===== src/rtl/mod_exp_ctrl.sv =====
// Right-to-left square-and-multiply controller computing m^e mod n.
// Drives one external fixed-latency modular multiplier through mm_a/mm_b/mm_n,
// captures each product from mm_out, and reports via start/busy/done.
module mod_exp_ctrl #(
  parameter int WIDTH  = 32,
  parameter int MM_LAT = 2
) (
  input  logic             clk,
  input  logic             reset,
  input  logic             start,
  input  logic [WIDTH-1:0] base_in,
  input  logic [WIDTH-1:0] exp_in,
  input  logic [WIDTH-1:0] mod_in,
  output logic             busy,
  output logic             done,
  output logic             err,
  output logic [WIDTH-1:0] result,
  output logic [WIDTH-1:0] mm_a,
  output logic [WIDTH-1:0] mm_b,
  output logic [WIDTH-1:0] mm_n,
  input  logic [WIDTH-1:0] mm_out
);

  localparam int CNT_W = $clog2(MM_LAT + 2);
  localparam logic [CNT_W-1:0] CNT_LAST = CNT_W'(MM_LAT);

  typedef enum logic [2:0] {
    IDLE = 3'd0,
    LOAD = 3'd1,
    RED  = 3'd2,
    MUL  = 3'd3,
    SQR  = 3'd4,
    FIN  = 3'd5
  } state_t;

  state_t           state;
  logic [CNT_W-1:0] cnt;
  logic [WIDTH-1:0] m_r;
  logic [WIDTH-1:0] n_r;
  logic [WIDTH-1:0] ex;
  logic [WIDTH-1:0] acc;
  logic [WIDTH-1:0] base;

  // Bits of the exponent still to be processed above the current one.
  logic more_bits;
  assign more_bits = (ex[WIDTH-1:1] != '0);

  // Whole controller: sequencing, operand issue, product capture, handshake.
  always_ff @(posedge clk or negedge reset) begin
    if (!reset) begin
      state  <= IDLE;
      cnt    <= '0;
      busy   <= 1'b0;
      done   <= 1'b0;
      err    <= 1'b0;
      result <= '0;
      mm_a   <= '0;
      mm_b   <= '0;
      mm_n   <= '0;
      m_r    <= '0;
      n_r    <= '0;
      ex     <= '0;
      acc    <= '0;
      base   <= '0;
    end else begin
      done <= 1'b0;
      case (state)
        IDLE: begin
          if (start) begin
            m_r   <= base_in;
            ex    <= exp_in;
            n_r   <= mod_in;
            err   <= 1'b0;
            busy  <= 1'b1;
            state <= LOAD;
          end
        end

        LOAD: begin
          cnt <= '0;
          if (n_r == '0) begin
            err   <= 1'b1;
            acc   <= '0;
            state <= FIN;
          end else if (ex == '0) begin
            // x^0 = 1, except that 1 mod 1 collapses to 0
            acc   <= (n_r == WIDTH'(1)) ? '0 : WIDTH'(1);
            state <= FIN;
          end else begin
            // First op is m*1 mod n, which reduces the base below n
            mm_n  <= n_r;
            mm_a  <= m_r;
            mm_b  <= WIDTH'(1);
            state <= RED;
          end
        end

        RED, MUL, SQR: begin
          if (cnt != CNT_LAST) begin
            cnt <= cnt + CNT_W'(1);
          end else begin
            cnt <= '0;
            case (state)
              RED: begin
                base <= mm_out;
                acc  <= WIDTH'(1);
                if (ex[0]) begin
                  mm_a  <= WIDTH'(1);
                  mm_b  <= mm_out;
                  state <= MUL;
                end else begin
                  // e != 0 here, so a zero LSB implies higher bits remain
                  mm_a  <= mm_out;
                  mm_b  <= mm_out;
                  state <= SQR;
                end
              end
              MUL: begin
                acc <= mm_out;
                if (more_bits) begin
                  mm_a  <= base;
                  mm_b  <= base;
                  state <= SQR;
                end else begin
                  state <= FIN;
                end
              end
              default: begin
                // SQR: new base, advance to next exponent bit
                base <= mm_out;
                ex   <= ex >> 1;
                if (ex[1]) begin
                  mm_a  <= acc;
                  mm_b  <= mm_out;
                  state <= MUL;
                end else begin
                  mm_a  <= mm_out;
                  mm_b  <= mm_out;
                  state <= SQR;
                end
              end
            endcase
          end
        end

        FIN: begin
          result <= acc;
          done   <= 1'b1;
          busy   <= 1'b0;
          state  <= IDLE;
        end

        default: begin
          busy  <= 1'b0;
          state <= IDLE;
        end
      endcase
    end
  end

endmodule


===== config.mk =====
export PLATFORM = sky130hd
export DESIGN_NAME = mod_exp_ctrl
export DESIGN_NICKNAME = d
export VERILOG_FILES = /design/src/rtl/mod_exp_ctrl.sv
export SDC_FILE = /design/constraint.sdc
export NUM_CORES = 1
export LEC_CHECK = 0
export ABC_CLOCK_PERIOD_IN_PS = 2500
export CAP_MARGIN = 5
export CORE_MARGIN = 4
export CORE_UTILIZATION = 37
export DETAILED_ROUTE_END_ITERATION = 12
export SYNTH_ARGS = -nofsm -noshare
export SYNTH_HDL_FRONTEND = slang
export SYNTH_SLANG_ARGS = --single-unit
export TNS_END_PERCENT = 20

===== constraint.sdc =====
create_clock -name clk -period 2.5 [get_ports clk]
set_input_delay 0.25 -clock clk [delete_from_list [all_inputs] [get_ports clk]]
set_output_delay 0.25 -clock clk [all_outputs]
set_load 0.01 [all_outputs]

======== Word-level counts from Yosys, hierarchy flattened ========
Cells that the tools add are included.
word-level totals
  bits in registers ....................... 296
  output and inout bits ................... 131
  word-level logic and storage cells ...... 95
operators by class
  add/sub/neg operators ................... 1
  eq/ne operators ......................... 16
  mux-type cells .......................... 40
  bitwise logic cells ..................... 5
  reduce and logical (&&, ||, !) cells .... 19
operator list
  operator                                                          number
  32-bit two-way mux                                                16
  32-bit case mux with 2 select lines                               6
  32-bit logical NOT                                                2
  32-bit by 1-bit == test with 1-bit output, second input constant  1
  31-bit nonzero test                                               1
  3-bit two-way mux                                                 6
  2-bit != test, second input constant                              7
  3-bit != test, second input constant                              3
  3-bit case mux with 3 select lines                                1
  3-bit AND reduction                                               3
  4-bit AND reduction                                               2
  3-bit by 2-bit == test with 1-bit output, second input constant   2
  3-bit == test, second input constant                              2
  1-bit two-way mux                                                 6
  3-bit case mux with 2 select lines                                1
  2-bit AND reduction                                               3
  2-bit nonzero test                                                3
  1-bit inverter                                                    5
  5-bit AND reduction                                               1
  1-bit case mux with 2 select lines                                2
  2-bit case mux with 2 select lines                                1
  4-bit OR reduction                                                1
  3-bit by 1-bit == test with 1-bit output, second input constant   1
  3-bit logical NOT                                                 1
  other kinds (4)                                                   4

======== Depth between registers and ports, before layout ========
  depth in word-level cells ............... 5
  mapped depth ............................ 9
  depth with buffers taken out ............ 5

======== Least setup slack after synthesis ========
Ideal clock, no wire load.
  kind .................................... flip-flop to flip-flop
  start point ............................. reg state[2]
  end point ............................... reg mm_b[10]
  setup time .............................. 125 ps
  arrival ................................. 1887 ps
  required time ........................... 2375 ps
  path slack .............................. 488 ps
  cell stages (with the launch flop) ...... 9
  clock period less this slack ............ 2012 ps
  cells stage by stage .................... dfrtp_1 -> buf_2 -> nor2b_1 -> buf_2 -> a21oi_1 -> o21a_1 -> nor3_4 -> buf_6 -> mux2_2
on the way
  cells in the longest elaborated chain, start to end .. 4
  elaborated cells between the ends (all ways) .. 14
RTL lines
  item                                                                                  RTL line  RTL
  start: declaration                                                                    36        state_t state;
  start signal: assignment                                                              51        state <= IDLE;
  start signal: assignment                                                              75        state <= LOAD;
  start signal: assignment                                                              84        state <= FIN;
  3-bit by 2-bit == test with 1-bit output or 3-bit == test (tied branches)             67, 103
  3-bit OR reduction or 32-bit two-way mux (tied branches)                              -
  3-bit != test (no line) (tied with other cells)                                       -
  5-bit AND reduction (no line) or 32-bit case mux with 2 select lines (tied branches)  -
  end signal: assignment                                                                109       mm_b <= mm_out;
  end signal: assignment                                                                114       mm_b <= mm_out;
  end signal: assignment                                                                122       mm_b <= base;
  end: declaration                                                                      19        output logic [WIDTH-1:0] mm_b,
Parallel ways exist; a longest one is shown, timed or not. The select of a mux whose other input is x is not followed.
A chain may end at the register's enable or synchronous reset.

======== Worst setup path in the final report ========
  start point ............................. reg n_r[5]
  end point ............................... reg mm_a[21]
on the way
  cells in the longest elaborated chain, start to end .. 3
RTL lines
  item                           RTL line  RTL
  start: declaration             39        logic [WIDTH-1:0] n_r;
  start signal: assignment       72        n_r <= mod_in;
  32-bit logical NOT             81        if (n_r == '0) begin
  2-bit != test (no line)        -
  5-bit AND reduction (no line)  -
  end signal: assignment         92        mm_a <= m_r;
  end signal: assignment         113       mm_a <= mm_out;
  end signal: assignment         121       mm_a <= base;
  end: declaration               18        output logic [WIDTH-1:0] mm_a,
No other way between the ends.

==> impl_metrics.ini <==
[run_status]
status = finished clean

[routing]
avgViaCountPerCell = 5.058
drt_first_pass_iters = 4
wirelength_um = 36530
drtIter0Drc = 332
drcViolationCount = 0
ant_nets = 0
routedWlPerCell_um = 19.25
vias = 9601

[logic_synthesis]
syn_nets = 1250
synthFlopType = dfrtp_1
ys_ff_latch = 296
postSynthCellCount = 1119
syn-cell-area_mm2 = 0.01325
synth_xor_xnor_area_share_pct = 0
synthAdderAreaFrac_pct = 0
synthSimpleGateAreaFrac_pct = 7.178
synth_top_family_by_area = multiplexers
synth_compound_area_share_pct = 9.501
synthMuxAreaShare_pct = 23.60
ys_types = 37
synth_warnings = 0
postSynthAreaPerCell_um2 = 11.84
synthArstFlopShare_pct = 100.0
ys_seq_area_share_pct = 55.91
synth_edf_count = 0

[pwr]
p_leak_nw = 7.678
irDropWorstVdd_uv = 649.5
p_total_mw = 10.92
power_density_mw_per_mm2 = 606.6

[run]
cap_viol_max_count = 0

[critical_path]
path_delay_family = simple AND/OR/NAND/NOR gates
cp_cell_sequence = nor4_1, nand4_1, buf_4, nor4_4, nor3_4, buf_4, mux2_2
crit_type = flip-flop to flip-flop
ff2ff_path_depth = 7
crit_path_end_kind = flip-flop
startpoint_type = flip-flop
critPathArrivalTime_ns = 2.73
cp.required_ns = 2.90
r2r_slack_ns = 0.17
max_stage_delay_ns = 0.40
crit_buf_inv = 2
critical_path.most_common_cell = buf_4
critPathMaxFanout = 24
r2r-end = mm_a[21]
r2r_start = n_r[5]
slowest_stage = dfrtp_1

[sta]
fmax_ghz = 0.4283
slew_headroom_pct = 32.44
finalWorstSetupSlack_ns = 0.1651
fin_worst_skew_ns = 0.01852
min_period_ns = 2.335
maxSlewViolCount = 0
post-route-period-util_pct = 93.40
grt_setup_unrepaired = false
setup_viol = 0
fin_setup_tns_ns = 0
whs_ns = 0.2892
finalHoldViolations = 0
worst_slew_pin_slew_ns = 1.010

[global_routing]
antenna_found_initial = 2
track_usage_pct = 18.72
gr-total-overflow = 0
grt_pass1_vias = 10100
grt_start_max_net_pins = 70
grt_pass1_wl_um = 58140

[floorplan]
die_h_um = 197.2
ioPinCount = 262
core_region_area_mm2 = 0.03548
num_rows = 69
die-width_um = 197.2
start_util_pct = 37.34
die_area_mm2 = 0.03890

[clock_tree]
cts_htree_levels = 2
cts_root_buf = clkbuf_16
numCtsBuffers = 36
cts_sinks = 296
cts_resized = 0
cts_max_path_buffers = 3
clk_latency_ns = 0.52
path_clk_slew_ns = 0.06
cts_tree = built

[layout]
design_area_mm2 = 0.01800
fin_nets = 1543
n_fill_cell = 3206
seq_area_mm2 = 0.007408
drive_gt1_share_pct = 22.83
n_antenna_cell = 0
multi_input_area_mm2 = 0.005390
area_delta_synth_final_pct = 35.84

[placement]
place.gp.congestion = 0.7831
place.port_buffers = 261
place_area_mm2 = 0.01676
dp_slack_ns = 0.1126
dp_hpwl_um = 24510

[worst_hold_path]
hp-class = input pin to asynchronous set/reset pin
## per-stage QoR
step / std cells / util (%)
after global routing: 1898 / 50.72
after global placement: 1832 / 47.24
final: 1898 / 50.72
after floorplan: 1119 / -
after detailed placement: 1832 / 47.24
after CTS: 1896 / 50.64
## logic make-up after synthesis
logic type	count (synthesis)
AO/OA/AOI/OAI	212
flip-flops	296
AND/OR/NAND/NOR	216
multiplexers	288
buffers and inverters	107
## timing repair
item / CTS / global route
setup buffers: 0 / 2
hold buffers: 1 / 0
endpoints found under the hold margin: 59 / 0
setup endpoints to repair: 0 / 5
## report_power, final
part | switching [mW] | internal [mW] | total [mW]
combinational | 0.290 | 0.424 | 0.714
sequential | 0.0793 | 4.93 | 5.01
clock | 1.99 | 3.21 | 5.20
total | 2.36 | 8.56 | 10.9
## area by class of cell
type	count	area share (%)
Tap cell	461	3.205
Timing Repair Buffer	328	18.33
Multi-Input combinational cell	716	29.95
Clock inverter	11	0.6257
Inverter	34	0.7092
Sequential cell	296	41.17
Clock buffer	52	6.014
## flip-flops by register name, summed over array words and instances (netlist names)
register  count
n_r          32
cnt           2
state         3
err           1
m_r          32
busy          1
mm_n         32
ex           32
mm_a         32
done          1
acc          32
mm_b         32
result       32
base         32
## cells in the final DEF (no fill, tap or decap), types with 10 or more instances in the layout
| cell type | synthesis | layout |
|---|---|---|
| clkbuf_8 | 0 | 10 |
| buf_4 | 2 | 52 |
| clkdlybuf4s50_1 | 0 | 260 |
| mux2_2 | 190 | 190 |
| a21oi_1 | 38 | 37 |
| o21a_1 | 34 | 34 |
| o21ai_0 | 99 | 99 |
| a22oi_1 | 31 | 31 |
| mux2i_1 | 93 | 93 |
| nand2_1 | 165 | 164 |
| clkbuf_16 | 0 | 37 |
| nor4_1 | 14 | 14 |
| buf_12 | 0 | 14 |
| dfrtp_1 | 296 | 295 |
| inv_1 | 34 | 34 |
## Yosys cell counts, types with 6 or more instances
| library cell | count | area (um2) |
|---|---|---|
| a22oi_1 | 31 | 232.7 |
| nor2_1 | 7 | 26.28 |
| mux2_2 | 190 | 2140 |
| buf_2 | 22 | 110.1 |
| a21oi_1 | 38 | 190.2 |
| nor4_1 | 14 | 87.58 |
| buf_6 | 9 | 101.4 |
| dfrtp_1 | 296 | 7407 |
| nor3_1 | 6 | 30.03 |
| clkbuf_1 | 34 | 127.6 |
| inv_1 | 34 | 127.6 |
| o21a_1 | 34 | 255.2 |
| mux2i_1 | 93 | 930.9 |
| buf_1 | 6 | 22.52 |
| nand2_1 | 165 | 619.3 |
| o21ai_0 | 99 | 495.5 |
## worst reg2reg max path: stages, from the launching register on
cell and delay (ns):
dfrtp_1 0.40, nor4_1 0.38, nand4_1 0.25, buf_4 0.22
nor4_4 0.28, nor3_4 0.10, buf_4 0.25, mux2_2 0.35
## worst max-delay path by stage
stage / from / endpoint / slack (ns) / depth (start not counted)
global placement: n_r[7] / mm_n[4] / 0.14 / 7
global route: n_r[5] / mm_a[21] / 0.006 / 7
detailed placement: n_r[5] / mm_a[21] / 0.11 / 7
floorplan: state[2] / mm_b[10] / 0.49 / 8
CTS: n_r[5] / mm_a[21] / 0.1 / 7
finish: n_r[5] / mm_a[21] / 0.17 / 7
## layer usage
metal	up-vias	global-route usage (%)	share of wire, %
met3	40	6.396	8.4
met1	4784	25.34	44
met5	-	0	0.057
met2	248	29.48	46
li1	4525	-	-
met4	4	3.980	1.4
(Power assumes the default switching activity.)
